## config.mk

```make
export PLATFORM = sky130hd
export DESIGN_NAME = axis_alu_pipe
export DESIGN_NICKNAME = d
export VERILOG_FILES = /design/src/rtl/axis_alu_pipe.sv
export SDC_FILE = /design/constraint.sdc
export NUM_CORES = 1
export LEC_CHECK = 0
export ABC_AREA = 1
export BUFFER_PORTS_ARGS = -buffer_cell sky130_fd_sc_hd__buf_2
export CAP_MARGIN = 5
export CORE_MARGIN = 8
export CORE_UTILIZATION = 33
export DETAILED_ROUTE_END_ITERATION = 12
export GPL_TIMING_DRIVEN = 0
export PLACE_DENSITY = 0.58
export SYNTH_ARGS = -nofsm -noshare
export SYNTH_HDL_FRONTEND = slang
export SYNTH_SLANG_ARGS = --single-unit
export TNS_END_PERCENT = 5
```

## constraint.sdc

```tcl
create_clock -name clk -period 5.1 [get_ports clk]
set_clock_uncertainty 0.15 [all_clocks]
set_input_delay 1.02 -clock clk [delete_from_list [all_inputs] [get_ports clk]]
set_output_delay 1.02 -clock clk [all_outputs]
set_load 0.05 [all_outputs]
```

## src/rtl/axis_alu_pipe.sv

```systemverilog
// axis_alu_pipe: multi-lane AXI-Stream fixed-point ALU. Operands are
// pre-computed at full precision on entry, delayed through PIPE_DEPTH
// stallable stages, narrowed (and accumulated for MAC) at the last stage,
// then held in a two-entry skid buffer so s_axis_tready is registered-only.
//
// Handshake: a beat transfers on a rising edge where tvalid && tready are
// both high; tvalid never waits on tready, and once m_axis_tvalid is high the
// payload (tdata/tsat/tlast/tuser) holds until m_axis_tready accepts it.
module axis_alu_pipe #(
  parameter int OP0_WIDTH   = 16,
  parameter int OP1_WIDTH   = 16,
  parameter int RSLT_WIDTH  = 16,
  parameter int FRAC_SHIFT  = 0,
  parameter int CHANNELS    = 1,
  parameter int PIPE_DEPTH  = 2,
  parameter int SATURATE    = 1,
  parameter int LAST_ENABLE = 1,
  parameter int USER_ENABLE = 1,
  parameter int USER_WIDTH  = 1
) (
  input  logic                           clk,
  input  logic                           rst_n,
  input  logic [CHANNELS*OP0_WIDTH-1:0]  s_axis_tdata_op0,
  input  logic [CHANNELS*OP1_WIDTH-1:0]  s_axis_tdata_op1,
  input  logic [2:0]                     s_axis_op,
  input  logic                           s_axis_tlast,
  input  logic [USER_WIDTH-1:0]          s_axis_tuser,
  input  logic                           s_axis_tvalid,
  output logic                           s_axis_tready,
  output logic [CHANNELS*RSLT_WIDTH-1:0] m_axis_tdata,
  output logic [CHANNELS-1:0]            m_axis_tsat,
  output logic                           m_axis_tlast,
  output logic [USER_WIDTH-1:0]          m_axis_tuser,
  output logic                           m_axis_tvalid,
  input  logic                           m_axis_tready
);

  localparam int PW     = OP0_WIDTH + OP1_WIDTH;
  localparam int OMAX   = (OP0_WIDTH > OP1_WIDTH) ? OP0_WIDTH : OP1_WIDTH;
  localparam int AW     = OMAX + 1;
  localparam int M1     = (PW > AW) ? PW : AW;
  // Two guard bits cover the rounding add and the MAC accumulator sum.
  localparam int IW     = ((M1 > RSLT_WIDTH) ? M1 : RSLT_WIDTH) + 2;
  localparam int LST    = PIPE_DEPTH - 1;
  localparam int RND_SH = (FRAC_SHIFT > 0) ? FRAC_SHIFT - 1 : 0;

  typedef logic signed [IW-1:0] wide_t;

  localparam wide_t RND  = (FRAC_SHIFT > 0) ? ({{(IW-1){1'b0}}, 1'b1} << RND_SH) : {IW{1'b0}};
  localparam wide_t RMAX = {{(IW-RSLT_WIDTH+1){1'b0}}, {(RSLT_WIDTH-1){1'b1}}};
  localparam wide_t RMIN = {{(IW-RSLT_WIDTH+1){1'b1}}, {(RSLT_WIDTH-1){1'b0}}};

  localparam logic [2:0] OP_ADD = 3'd0;
  localparam logic [2:0] OP_SUB = 3'd1;
  localparam logic [2:0] OP_MLT = 3'd2;
  localparam logic [2:0] OP_ABS = 3'd3;
  localparam logic [2:0] OP_MIN = 3'd4;
  localparam logic [2:0] OP_MAX = 3'd5;
  localparam logic [2:0] OP_MAC = 3'd6;

  if (PIPE_DEPTH < 1 || PIPE_DEPTH > 4) begin : g_bad_depth
    $error("axis_alu_pipe: PIPE_DEPTH must be in 1..4");
  end

  // Narrow a full-precision value to RSLT_WIDTH; returns {flag, result}.
  function automatic logic [RSLT_WIDTH:0] narrow(input wide_t v);
    logic [RSLT_WIDTH-1:0] t;
    logic                  s;
    t = v[RSLT_WIDTH-1:0];
    s = 1'b0;
    if (SATURATE != 0) begin
      if (v > RMAX) begin
        t = RMAX[RSLT_WIDTH-1:0];
        s = 1'b1;
      end else if (v < RMIN) begin
        t = RMIN[RSLT_WIDTH-1:0];
        s = 1'b1;
      end
    end else begin
      s = (IW'(signed'(t)) != v);
    end
    return {s, t};
  endfunction

  // Pipeline stage state
  logic [PIPE_DEPTH-1:0] v_q;
  logic [PIPE_DEPTH-1:0] last_q;
  logic [2:0]            op_q   [PIPE_DEPTH];
  logic [USER_WIDTH-1:0] user_q [PIPE_DEPTH];
  wide_t                 pre_q  [PIPE_DEPTH][CHANNELS];

  // Skid buffer and accumulators
  logic                           out_valid_q, tmp_valid_q;
  logic [CHANNELS*RSLT_WIDTH-1:0] out_data_q, tmp_data_q;
  logic [CHANNELS-1:0]            out_sat_q, tmp_sat_q;
  logic                           out_last_q, tmp_last_q;
  logic [USER_WIDTH-1:0]          out_user_q, tmp_user_q;
  logic signed [RSLT_WIDTH-1:0]   acc_q [CHANNELS];

  wide_t                          pre_d [CHANNELS];
  logic [CHANNELS*RSLT_WIDTH-1:0] res_d;
  logic [CHANNELS-1:0]            sat_d;
  logic                           ce, take;

  // Stages advance together whenever the last stage can leave or is empty.
  assign ce            = !v_q[LST] || !tmp_valid_q;
  assign take          = v_q[LST] && !tmp_valid_q;
  assign s_axis_tready = ce && rst_n;

  // Full-precision per-lane operation on the incoming beat.
  always_comb begin
    wide_t a_w, b_w, prod_w, prod_r;
    for (int i = 0; i < CHANNELS; i++) begin
      a_w    = IW'(signed'(s_axis_tdata_op0[i*OP0_WIDTH +: OP0_WIDTH]));
      b_w    = IW'(signed'(s_axis_tdata_op1[i*OP1_WIDTH +: OP1_WIDTH]));
      prod_w = a_w * b_w;
      prod_r = (prod_w + RND) >>> FRAC_SHIFT;
      pre_d[i] = '0;
      case (s_axis_op)
        OP_ADD:         pre_d[i] = a_w + b_w;
        OP_SUB:         pre_d[i] = a_w - b_w;
        OP_MLT, OP_MAC: pre_d[i] = prod_r;
        OP_ABS:         pre_d[i] = a_w[IW-1] ? -a_w : a_w;
        OP_MIN:         pre_d[i] = (a_w < b_w) ? a_w : b_w;
        OP_MAX:         pre_d[i] = (a_w > b_w) ? a_w : b_w;
        default:        pre_d[i] = '0;
      endcase
    end
  end

  // Last-stage narrowing; MAC adds the lane accumulator before narrowing.
  always_comb begin
    wide_t               sum;
    logic [RSLT_WIDTH:0] nr;
    res_d = '0;
    sat_d = '0;
    for (int i = 0; i < CHANNELS; i++) begin
      sum = (op_q[LST] == OP_MAC) ? IW'(acc_q[i]) + pre_q[LST][i] : pre_q[LST][i];
      nr  = narrow(sum);
      res_d[i*RSLT_WIDTH +: RSLT_WIDTH] = nr[RSLT_WIDTH-1:0];
      sat_d[i] = nr[RSLT_WIDTH];
    end
  end

  // Stallable delay line carrying pre-results and sideband together.
  always_ff @(posedge clk or negedge rst_n) begin
    if (!rst_n) begin
      v_q    <= '0;
      last_q <= '0;
      for (int s = 0; s < PIPE_DEPTH; s++) begin
        op_q[s]   <= '0;
        user_q[s] <= '0;
        for (int i = 0; i < CHANNELS; i++) pre_q[s][i] <= '0;
      end
    end else if (ce) begin
      v_q[0]    <= s_axis_tvalid;
      last_q[0] <= s_axis_tlast;
      op_q[0]   <= s_axis_op;
      user_q[0] <= s_axis_tuser;
      for (int i = 0; i < CHANNELS; i++) pre_q[0][i] <= pre_d[i];
      for (int s = 1; s < PIPE_DEPTH; s++) begin
        v_q[s]    <= v_q[s-1];
        last_q[s] <= last_q[s-1];
        op_q[s]   <= op_q[s-1];
        user_q[s] <= user_q[s-1];
        for (int i = 0; i < CHANNELS; i++) pre_q[s][i] <= pre_q[s-1][i];
      end
    end
  end

  // Accumulators move only when a MAC beat leaves the last stage.
  always_ff @(posedge clk or negedge rst_n) begin
    if (!rst_n) begin
      for (int i = 0; i < CHANNELS; i++) acc_q[i] <= '0;
    end else if (take && op_q[LST] == OP_MAC) begin
      for (int i = 0; i < CHANNELS; i++)
        acc_q[i] <= last_q[LST] ? '0 : signed'(res_d[i*RSLT_WIDTH +: RSLT_WIDTH]);
    end
  end

  // Output register plus temp entry; temp only fills when the output stalls.
  always_ff @(posedge clk or negedge rst_n) begin
    if (!rst_n) begin
      out_valid_q <= 1'b0;
      out_data_q  <= '0;
      out_sat_q   <= '0;
      out_last_q  <= 1'b0;
      out_user_q  <= '0;
      tmp_valid_q <= 1'b0;
      tmp_data_q  <= '0;
      tmp_sat_q   <= '0;
      tmp_last_q  <= 1'b0;
      tmp_user_q  <= '0;
    end else if (!out_valid_q || m_axis_tready) begin
      if (tmp_valid_q) begin
        out_valid_q <= 1'b1;
        out_data_q  <= tmp_data_q;
        out_sat_q   <= tmp_sat_q;
        out_last_q  <= tmp_last_q;
        out_user_q  <= tmp_user_q;
        tmp_valid_q <= 1'b0;
      end else if (take) begin
        out_valid_q <= 1'b1;
        out_data_q  <= res_d;
        out_sat_q   <= sat_d;
        out_last_q  <= last_q[LST];
        out_user_q  <= user_q[LST];
      end else begin
        out_valid_q <= 1'b0;
      end
    end else if (take) begin
      tmp_valid_q <= 1'b1;
      tmp_data_q  <= res_d;
      tmp_sat_q   <= sat_d;
      tmp_last_q  <= last_q[LST];
      tmp_user_q  <= user_q[LST];
    end
  end

  assign m_axis_tvalid = out_valid_q;
  assign m_axis_tdata  = out_data_q;
  assign m_axis_tsat   = out_sat_q;
  assign m_axis_tlast  = (LAST_ENABLE != 0) ? out_last_q : 1'b1;
  assign m_axis_tuser  = (USER_ENABLE != 0) ? out_user_q : '0;

endmodule

```

==> flow_summary_export.csv <==
group,metric,value,unit
outcome,status,"finished with violations",
outcome,failed_checks,"negative setup slack",
cts,clk_path_buf_depth,2,
die,rows,94,
logic_synthesis,ys_types,54,
timing,tns,-32820,ps
timing,fmax,151,MHz
run,drv_cap,0,
layout,filler_cell_count,6816,
route,first_pass_iters,6,
layout,final_cells,4187,
die,core,65700,µm²
timing,relSlewSlack,21.1,%
timing,slew_viol_final,0,
global_routing,grt_pass1_wl,119000,µm
global_routing,antenna_found_initial,0,
cts,ctsHtreeMaxLevel,4,
global_routing,gr-total-overflow,0,
critical_path,critical_path.max_stage_delay,610,ps
logic_synthesis,async_reset_ff_share,100,%
route,vias,20575,
route,detail_route.vias_per_cell,4.91,
critical_path,worstPathRequired,5270,ps
layout,diodes,0,
critical_path,crit_family,"adder cells",
global_routing,grt_max_degree,72,
route,detail-route-antenna-nets,0,
placement,numPortBuffers,61,
logic_synthesis,synth_common_cells,"nand2_1, inv_1, fa_1, o21ai_0, a21oi_1",
logic_synthesis,ys_warn_count,0,
cts,root_buffer,"clkbuf_16",
critical_path,cp_max_fo,6,
hold_path,hp-class,"flip-flop to flip-flop",
global_routing,grt_usage,20.3,%
layout,layout-area-overhead-vs-synth,20.9,%
logic_synthesis,synth_edf_count,0,
logic_synthesis,avgSynthCellArea,6.98,µm²
timing,hold_viol_final,0,
logic_synthesis,ys.flop_type,"dfrtp_1",
die,io_pins,62,
cts,clkSinkCount,136,
timing,min_period,6640,ps
critical_path,crit_type,"input pin to flip-flop",
cts,cts_buffers,17,
layout,drive_above_1_share,15.3,%
route,drcViolationCount,0,
route,routed_wl,75700,µm
logic_synthesis,synth_cells,3135,
placement,dp.cells,4062,
timing,hold_slack,299,ps
critical_path,crit_arrival,6820,ps
timing,worst_pin_slew,1170,ps
placement,dp_slack,-2720,ps
critical_path,worst_setup_path_start_kind,"input pin",
timing,setup_viol,28,
layout,nets,3765,
cts,hold_buffers,0,
logic_synthesis,synth.most_common_cell,"nand2_1",
die,dieArea,74800,µm²
placement,post-dp-hpwl,61300,µm
logic_synthesis,synth-seq-cells,136,
die,die_width,273,µm
timing,fin_crit_sh,130,%
logic_synthesis,syn_area,21900,µm²
logic_synthesis,synth_nets,3590,
critical_path,cp-end-kind,"flip-flop",
timing,rsz0062_at_grt,"true",
global_routing,grt_pass1_vias,20558,
route,drtIter0Drc,1755,
logic_synthesis,synth_seq_area_share,15.6,%
cts,clkTransAtPathRegs,60,ps
placement,routabilityCongestion,0.951,
logic_synthesis,synth_top_area_share,24.3,%
die,die_h,273,µm
logic_synthesis,synth.area.top_cells,"fa_1, nand2_1, dfrtp_1, inv_1, ha_1",
die,start_util,33.3,%
cts,cts_tree,"built",
critical_path,cpMaxStageDelayCell,"fa_2",
critical_path,critPathBufInv,8,
timing,fin_ws,-1540,ps
critical_path,ff2ff_setup_slack,1240,ps
cts,clkLatencyLatePin,440,ps
logic_synthesis,yosys.area.top_type,"fa_1",
route,routedWlPerCell,18.1,µm
==> cells by family (layout without fill, tap and decap cells) <==
group	after synthesis	count (layout)	share of synthesized area, %
fa+ha+maj	414	414	32.8
buf+inv	822	1010	14.5
compound gates	442	442	11.2
simple gates	1300	1300	25.0
xor+xnor	21	21	0.875
flops	136	136	15.6
==> state kept, by name (all words and copies together), names as in the netlist, 2 cells and up <==
signal / cells
pre_q: 68
user_q: 2
acc_q: 16
tmp_data_q: 16
v_q: 2
m_axis_tdata: 16
op_q: 6
last_q: 2
==> cells in the final DEF, fill, tap and decap left out, types with 5 or more instances in the layout <==
cell	instances
buf_2	48
buf_12	16
o21ai_1	38
dfrtp_1	136
inv_1	653
a31oi_1	6
buf_6	19
fa_2	18
clkbuf_16	53
nand2_1	885
ha_1	132
clkinv_2	5
clkbuf_1	39
a21o_1	5
a21oi_2	24
buf_8	11
nor3_1	30
xor2_1	8
inv_2	35
fa_1	247
ha_4	14
nand2_4	19
nand3b_1	8
nand3_2	10
buf_4	99
xnor2_1	11
nand3_1	104
or2_2	14
clkbuf_8	7
nor2_2	11
nor2_1	133
o21bai_1	9
o21ai_0	152
o211ai_1	34
nand4_1	25
nand2_2	41
o21ai_2	11
a21oi_1	132
nor2_4	5
==> stage by stage <==
stage          util (%)  instance area (µm²)
2_1_floorplan         -                22300
3_3_place_gp       36.0                23700
3_5_place_dp       36.1                23700
4_1_cts            39.9                26300
5_1_grt            40.2                26400
6_report           40.2                26400
==> worst min-delay path: stages (launching register included) <==
cell and delay (ps):
dfrtp_1 320, inv_1 50, nand2_1 50
==> repair_timing <==
action	4_1_cts	5_1_grt
setup endpoints to repair	29	28
buffers inserted	93	3
gates resized for setup	267	58
pin swaps	71	40
==> per-layer routing <==
layer  track usage (%)  part of all wire (%)  vias to the layer above  wire (µm)
li1                  -                     -                     9896          -
met1              29.1                    47                     9964      35500
met2              32.5                    45                      626      34200
met3              2.65                   5.8                       89       4380
met4              4.67                   2.1                        0       1580
met5                 0                     0                        -          0
==> path summary, 6_finish.rpt <==
check | cells after the start | end | startpoint
max reg2reg | 18 | tmp_data_q[7]$_DFFE_PN0P_ | acc_q[15]$_DFFE_PN0P_
max | 28 | pre_q[60]$_DFFE_PN0N_ | s_axis_tdata_op1[6]
max in group asynchronous | 2 | pre_q[23]$_DFFE_PN0N_ | rst_n
min in group asynchronous | 1 | tmp_data_q[8]$_DFFE_PN0P_ | rst_n
min | 2 | v_q[1]$_DFFE_PN0N_ | v_q[0]$_DFFE_PN0N_
min reg2reg | 2 | v_q[1]$_DFFE_PN0N_ | v_q[0]$_DFFE_PN0N_
==> area by class of cell <==
cell class	instances	area, µm²	share of cell area, %
Tap cell	864	1080	4.09
Timing Repair Buffer	159	1320	5.00
Clock inverter	14	124	0.468
Clock buffer	18	439	1.66
Multi-Input combinational cell	2177	15900	60.1
Inverter	696	2620	9.92
Sequential cell	136	3400	12.9
Buffer	123	1550	5.88
Power is not shown: default switching activity piles up to over one toggle a cycle in this logic, so the estimate is an artifact.
